$ cat src/rtl/index_slot_arbiter.sv
// index_slot_arbiter
//   Shares one index buffer (slot pool of SIZE entries) between NUM_REQS
//   requesters. A round-robin arbiter picks at most one requester per cycle,
//   drives the buffer's acquire/write port and returns the allocated slot
//   index as the requester's tag. The owner of every slot is recorded, and
//   each requester may hold at most MAX_PENDING slots. A flush/drain
//   sequence stops allocation and reports when the pool is fully released.
//
// Ports
//   clk, reset        clock, synchronous active-high reset
//   req_valid/ready   per-requester allocation handshake
//   req_data          per-requester payload, requester i at [i*DATAW +: DATAW]
//   req_tag           slot index of this cycle's fire (= buf_write_addr)
//   rel_valid/addr    slot release strobe and slot index
//   rel_owner         recorded owner of rel_addr (combinational lookup)
//   buf_*             connection to the index buffer
//   flush/flush_done  drain request (level) and pool-released indication
//   dbg_state         current FSM state (RUN=0, DRAIN=1, DONE=2)
//   perf_*            stall/allocation counters, only with
//                     INDEX_SLOT_ARBITER_PERF_EN defined
//
// Handshake: a request fires in the cycle where req_valid[i] & req_ready[i]
// are both high. req_ready is a combinational function of req_valid and may
// drop while valid is held; a requester keeps valid and data stable until it
// fires. At most one req_ready bit is high in any cycle.
module index_slot_arbiter #(
   parameter int NUM_REQS    = 4,
   parameter int DATAW       = 32,
   parameter int SIZE        = 16,
   parameter int MAX_PENDING = 8,
   parameter int ADDRW       = (SIZE > 1) ? $clog2(SIZE) : 1,
   parameter int REQW        = (NUM_REQS > 1) ? $clog2(NUM_REQS) : 1,
   parameter int CNTW        = $clog2(MAX_PENDING + 1)
) (
   input  logic                      clk,
   input  logic                      reset,
   input  logic [NUM_REQS-1:0]       req_valid,
   input  logic [NUM_REQS*DATAW-1:0] req_data,
   output logic [NUM_REQS-1:0]       req_ready,
   output logic [ADDRW-1:0]          req_tag,
   input  logic                      rel_valid,
   input  logic [ADDRW-1:0]          rel_addr,
   output logic [REQW-1:0]           rel_owner,
   output logic                      buf_acquire,
   output logic [DATAW-1:0]          buf_wdata,
   output logic                      buf_release,
   output logic [ADDRW-1:0]          buf_release_addr,
   input  logic [ADDRW-1:0]          buf_write_addr,
   input  logic                      buf_full,
   input  logic                      buf_empty,
   input  logic                      flush,
   output logic [1:0]                dbg_state,
   output logic                      flush_done
`ifdef INDEX_SLOT_ARBITER_PERF_EN
   ,
   output logic [31:0]               perf_stall_cycles,
   output logic [31:0]               perf_alloc_count
`endif
);

   typedef enum logic [1:0] {
      ST_RUN   = 2'd0,
      ST_DRAIN = 2'd1,
      ST_DONE  = 2'd2
   } state_e;

   state_e          state_q, state_d;
   logic [REQW-1:0] rr_q, rr_d;
   logic [CNTW-1:0] cnt_q [NUM_REQS];
   logic [CNTW-1:0] cnt_d [NUM_REQS];
   logic [REQW-1:0] owner_q [SIZE];
   logic [REQW-1:0] owner_d [SIZE];

   logic            can_grant;
   logic            fire;
   logic [REQW-1:0] winner;
   logic [REQW:0]   cand;
   logic            cnt_zero;

   // Round-robin search starting at rr_q; flush blocks grants in the same
   // cycle it is raised, not only once the FSM has moved to DRAIN.
   always_comb begin
      can_grant = !reset && (state_q == ST_RUN) && !flush && !buf_full;
      fire      = 1'b0;
      winner    = '0;
      cand      = '0;
      for (int i = 0; i < NUM_REQS; i++) begin
         cand = {1'b0, rr_q} + (REQW+1)'(i);
         if (cand >= (REQW+1)'(NUM_REQS)) cand = cand - (REQW+1)'(NUM_REQS);
         if (!fire && can_grant && req_valid[cand[REQW-1:0]] &&
             (cnt_q[cand[REQW-1:0]] < CNTW'(MAX_PENDING))) begin
            fire   = 1'b1;
            winner = cand[REQW-1:0];
         end
      end
   end

   assign req_ready        = fire ? (NUM_REQS'(1) << winner) : '0;
   assign buf_acquire      = fire;
   assign buf_wdata        = req_data[int'(winner)*DATAW +: DATAW];
   assign req_tag          = buf_write_addr;
   assign buf_release      = rel_valid;
   assign buf_release_addr = rel_addr;
   assign rel_owner        = owner_q[rel_addr];
   assign dbg_state        = state_q;
   assign flush_done       = !reset && (state_q == ST_DONE) && flush;

   // Owner table, outstanding counters and round-robin pointer. An acquire
   // and a release by the same requester in one cycle cancel out.
   always_comb begin
      owner_d = owner_q;
      rr_d    = rr_q;
      if (fire) begin
         owner_d[buf_write_addr] = winner;
         rr_d = (winner == REQW'(NUM_REQS - 1)) ? '0 : winner + REQW'(1);
      end
      cnt_zero = 1'b1;
      for (int i = 0; i < NUM_REQS; i++) begin
         cnt_d[i] = cnt_q[i];
         if (cnt_q[i] != '0) cnt_zero = 1'b0;
         if ((fire && winner == REQW'(i)) && !(rel_valid && rel_owner == REQW'(i)))
            cnt_d[i] = cnt_q[i] + CNTW'(1);
         else if (!(fire && winner == REQW'(i)) && (rel_valid && rel_owner == REQW'(i)))
            cnt_d[i] = cnt_q[i] - CNTW'(1);
      end
   end

   // Flush FSM. Dropping flush always returns to RUN; DONE needs both the
   // buffer's registered empty flag and no slot recorded as outstanding.
   always_comb begin
      state_d = state_q;
      case (state_q)
         ST_RUN:   if (flush) state_d = ST_DRAIN;
         ST_DRAIN: begin
            if (!flush)                    state_d = ST_RUN;
            else if (buf_empty && cnt_zero) state_d = ST_DONE;
         end
         ST_DONE:  if (!flush) state_d = ST_RUN;
         default:  state_d = ST_RUN;
      endcase
   end

   always_ff @(posedge clk) begin
      if (reset) begin
         state_q <= ST_RUN;
         rr_q    <= '0;
         for (int i = 0; i < NUM_REQS; i++) cnt_q[i] <= '0;
      end else begin
         state_q <= state_d;
         rr_q    <= rr_d;
         cnt_q   <= cnt_d;
      end
      // Owner entries are only meaningful while a slot is held; no reset.
      owner_q <= owner_d;
   end

`ifdef INDEX_SLOT_ARBITER_PERF_EN
   logic [31:0] stall_q, stall_d, alloc_q, alloc_d;

   always_comb begin
      stall_d = stall_q;
      alloc_d = alloc_q;
      if (fire && (alloc_q != '1))                      alloc_d = alloc_q + 32'd1;
      if (!fire && (|req_valid) && (stall_q != '1))     stall_d = stall_q + 32'd1;
   end

   always_ff @(posedge clk) begin
      if (reset) begin
         stall_q <= '0;
         alloc_q <= '0;
      end else begin
         stall_q <= stall_d;
         alloc_q <= alloc_d;
      end
   end

   assign perf_stall_cycles = stall_q;
   assign perf_alloc_count  = alloc_q;
`endif

   // Protocol and consistency checks.
   a_rel_in_reset: assert property (@(posedge clk) !(reset && rel_valid));
   a_rel_underflow: assert property (@(posedge clk) disable iff (reset)
      rel_valid |-> (cnt_q[rel_owner] != '0));
   a_cnt_overflow: assert property (@(posedge clk) disable iff (reset)
      (fire && !(rel_valid && rel_owner == winner)) |-> (cnt_q[winner] != CNTW'(MAX_PENDING)));

endmodule

$ cat config.mk
export PLATFORM = sky130hd
export DESIGN_NAME = index_slot_arbiter
export DESIGN_NICKNAME = d
export VERILOG_FILES = /design/src/rtl/index_slot_arbiter.sv
export SDC_FILE = /design/constraint.sdc
export NUM_CORES = 1
export LEC_CHECK = 0
export BUFFER_PORTS_ARGS = -buffer_cell sky130_fd_sc_hd__buf_4
export CAP_MARGIN = 30
export CORE_AREA = 4 4 98 100
export DETAILED_ROUTE_END_ITERATION = 7
export DIE_AREA = 0 0 102 104
export PLACE_DENSITY = 0.8
export SYNTH_ARGS = -nofsm -noshare
export SYNTH_HDL_FRONTEND = slang
export SYNTH_SLANG_ARGS = --single-unit
$ cat constraint.sdc
create_clock -name clk -period 4.74 [get_ports clk]
set_input_delay 0.948 -clock clk [delete_from_list [all_inputs] [get_ports clk]]
set_output_delay 0.948 -clock clk [all_outputs]
set_load 0.02 [all_outputs]
==> flow_metrics.py <==
metrics = {
    "finish": {
        "post_route_cells_drive_above_1_share_pct": 42.2,
        "final_cells": 656,
        "layout_overhead_on_the_synthesized_area_pct": 39.6,
        "final_net_count": 709,
    },
    "global_route": {
        "global_route.usage.total_pct": 21.5,
        "antenna_violations_before_repair": 1,
        "grt_first_pass_wirelength_um": 18200,
        "grt_use_met1_pct": 24.9,
        "grt_max_degree": 50,
        "first_global_vias": 3754,
        "grt_remaining_overflow": 0,
        "routing_usage_on_met3_pct": 5.23,
        "global_route.usage.met2_pct": 38.4,
        "grt_busiest_layer": "met2",
    },
    "worst_setup_path": {
        "crit-reg2reg-launch": "rr_q[0]$_SDFFE_PP0P_",
        "critPathRequiredTime_ps": 3790,
        "criticalPathCategory": "in2out",
        "crit_slowest_cell": "sky130_fd_sc_hd__or4_1",
        "r2r_slack_ps": 590,
        "endpoint": "buf_wdata[18]",
        "critical-path-top-delay-family": "simple AND/OR/NAND/NOR gates",
        "crit_fanout": 49,
        "crit_start": "reset",
        "r2r_end": "cnt_q[3]$_SDFFE_PP0P_",
        "timing.critical_path.depth": 10,
        "endpoint_kind": "primary output",
        "max_stage_delay_ps": 500,
        "worst_setup_path_start_kind": "input port",
        "ff2ff_path_depth": 16,
        "critical_path_buf_inv_count": 3,
        "path_cells": "buf_4 > or4_1 > nor2_2 > and2_1 > o21ai_1 > a311o_2 > buf_12 > mux2i_1 > mux2i_1 > buf_4",
        "timing.critical_path.arrival_ps": 3400,
    },
    "drt": {
        "drc_markers": 0,
        "ant_nets": 0,
        "dr.first_iter.drc_count": 119,
        "drt-wirelength-per-cell_um": 17.6,
        "totalWireLength_um": 11600,
        "route.vias.total": 3521,
        "avgViaCountPerCell": 5.37,
        "drt_first_pass_iters": 4,
    },
    "clocking": {
        "clockRootBuffer": "sky130_fd_sc_hd__clkbuf_8",
        "cts.hold.buffers_added": 0,
        "clk_path_buf_depth": 2,
        "cts_setup_buffers": 0,
        "cts_max_level": 2,
        "clock_sinks": 52,
        "cts_made_buffers": 5,
        "clk_pin_slew_worst_paths_ps": 90,
        "clk_latency_ps": 300,
        "ctsResizeCount": 0,
        "cts_tree": "built",
    },
    "synth": {
        "synth_largest_area_cell": "sky130_fd_sc_hd__mux2i_1",
        "synth-seq-area-share_pct": 33.9,
        "synth_largest_type_area_fraction_pct": 25.0,
        "synth_flop_cell": "sky130_fd_sc_hd__edfxtp_1",
        "yosys.cell_count.top_type": "sky130_fd_sc_hd__mux2i_1",
        "ys_top_cells_by_area": "sky130_fd_sc_hd__mux2i_1, sky130_fd_sc_hd__edfxtp_1, sky130_fd_sc_hd__dfxtp_1",
        "mean_syn_cell_area_um2": 11.0,
        "async_flop_share_pct": 0,
        "netlist_instances": 363,
        "synth.yosys.warnings": 0,
        "synth-seq-cells": 52,
        "mappedNetlistArea_um2": 4010,
        "synth_cell_types": 45,
        "synth.net_count": 526,
        "synth_edf_count": 32,
        "synthTopCellsByCount": "sky130_fd_sc_hd__mux2i_1, sky130_fd_sc_hd__nor2_1, sky130_fd_sc_hd__edfxtp_1",
    },
    "sta": {
        "final-max-slew-violation-count": 0,
        "grt_setup_unrepaired": "false",
        "fin_crit_period_ps": 4350,
        "skew_final_ps": 3.01,
        "final_hold_viol_count": 0,
        "maxClockFrequency_mhz": 230,
        "timing.max_slew.rel_slack_pct": 63.0,
        "period_share_pct": 91.7,
        "tns_ps": 0,
        "worst_slew_pin_slew_ps": 550,
        "setup_viol": 0,
    },
    "floorplanning": {
        "die_area_um2": 10600,
        "floorplan.io_pins": 197,
        "start_util_pct": 46.2,
        "die_height_um": 104,
        "floorplan.core_area_um2": 8680,
        "die_width_um": 102,
        "placement_rows": 34,
    },
    "power_and_ir_drop": {
        "power_per_cell_area_nw_per_um2": 222,
        "vdd_drop_max_v": 0.000133,
        "power.leakage_nw": 2.27,
    },
    "worst_hold_path": {
        "min_path_type": "reg2reg",
    },
    "placed_design": {
        "io_buffer_count": 196,
        "place_hpwl_um": 9770,
        "gpl.final_weighted_congestion": 0.869,
        "placedCellCount": 647,
    },
    "outcome": {
        "status": "finished clean",
    },
    "flow_run": {
        "maxCapViolations": 0,
    },
}
routing by layer:
metal,share of wire (%),vias to the layer above
met2,54,133
li1,-,1718
met4,2.4,0
met3,6.4,20
met1,37,1650
met5,0,-
flip-flops by register name, indices dropped and copies added, names as in the netlist:
name       count
owner_q       32
cnt_q         16
dbg_state      2
rr_q           2
per-stage QoR:
| step | power, mW | setup WS, ps | hold slack (ps) | instance area [um^2] | util [%] |
|---|---|---|---|---|---|
| after floorplan | 0.805 | 493 | 479 | 4010 | - |
| after global placement | 0.995 | 401 | 523 | 5510 | 63.4 |
| after detailed placement | 1.01 | 267 | 532 | 5510 | 63.4 |
| after CTS | 1.25 | 365 | 553 | 5590 | 64.5 |
| after global routing | 1.32 | 223 | 573 | 5600 | 64.5 |
| final | 1.24 | 392 | 550 | 5600 | 64.5 |
cells by family (layout without fill, tap and decap cells):
logic type | count (synthesis) | in the layout | synth area share, %
mux | 114 | 114 | 32.8
simple gates | 100 | 100 | 13.8
flops | 52 | 52 | 33.9
compound gates | 34 | 34 | 5.34
buf+inv | 33 | 217 | 5.24
fa+ha+maj | 17 | 17 | 6.05
xor+xnor | 13 | 13 | 2.84
other cells | 0 | 1 | 0
worst register-to-register path: cells and delay by family, from the launching register on:
| kind | cells | cell delay (ps) |
|---|---|---|
| adder cells (fa/ha/maj) | 3 | 680 |
| flip-flops | 1 | 560 |
| buffers and inverters | 2 | 430 |
| AND/OR/NAND/NOR | 6 | 1420 |
| AO/OA/AOI/OAI | 3 | 490 |
| multiplexers | 1 | 390 |
| XOR/XNOR | 1 | 90 |
power by group:
| part | switching [mW] | internal, mW |
|---|---|---|
| combinational | 0.217 | 0.252 |
| clock | 0.143 | 0.105 |
| sequential | 0.0263 | 0.499 |
cells in the final DEF (no fill, tap or decap), types with 2 or more instances in the layout:
master / instances
sky130_fd_sc_hd__nor2_1: 37
sky130_fd_sc_hd__nand2_1: 7
sky130_fd_sc_hd__mux4_2: 14
sky130_fd_sc_hd__mux2i_1: 100
sky130_fd_sc_hd__nand3b_1: 2
sky130_fd_sc_hd__nor4b_1: 2
sky130_fd_sc_hd__xor2_1: 4
sky130_fd_sc_hd__nor3_1: 6
sky130_fd_sc_hd__ha_1: 13
sky130_fd_sc_hd__xnor2_1: 9
sky130_fd_sc_hd__or4_1: 2
sky130_fd_sc_hd__nor2b_1: 8
sky130_fd_sc_hd__buf_4: 199
sky130_fd_sc_hd__a21oi_1: 15
sky130_fd_sc_hd__inv_1: 6
sky130_fd_sc_hd__nor4_1: 3
sky130_fd_sc_hd__a211oi_1: 2
sky130_fd_sc_hd__dfxtp_1: 20
sky130_fd_sc_hd__edfxtp_1: 32
sky130_fd_sc_hd__o21ai_0: 5
sky130_fd_sc_hd__nand2b_1: 4
sky130_fd_sc_hd__clkbuf_8: 5
sky130_fd_sc_hd__and2_1: 5
sky130_fd_sc_hd__nand2b_4: 4
sky130_fd_sc_hd__fa_1: 4
sky130_fd_sc_hd__or3_1: 5
sky130_fd_sc_hd__buf_12: 2
sky130_fd_sc_hd__nand3_1: 4
sky130_fd_sc_hd__nand4_1: 5
sky130_fd_sc_hd__a21o_1: 5
area by class of cell:
type	count	area (um^2)
repair buffers	201	1530
clock inverters	2	16.3
diodes	1	2.50
clock buffers	6	72.6
multi-input cells	278	2440
fillers	701	3080
inverters	8	30.0
flip-flops and latches	52	1360
well taps	108	135
worst min path at each step:
stage	start	endpoint	slack, ps	cells after the start
final	cnt_q[11]$_SDFFE_PP0P_	cnt_q[11]$_SDFFE_PP0P_	550	2
after global placement	cnt_q[14]$_SDFFE_PP0P_	cnt_q[14]$_SDFFE_PP0P_	520	2
after CTS	cnt_q[7]$_SDFFE_PP0P_	cnt_q[7]$_SDFFE_PP0P_	550	2
after detailed placement	cnt_q[2]$_SDFFE_PP0P_	cnt_q[2]$_SDFFE_PP0P_	530	2
after global routing	cnt_q[10]$_SDFFE_PP0P_	cnt_q[10]$_SDFFE_PP0P_	570	2
after floorplan	cnt_q[15]$_SDFFE_PP0P_	cnt_q[15]$_SDFFE_PP0P_	480	2
(Power assumes the default switching activity.)
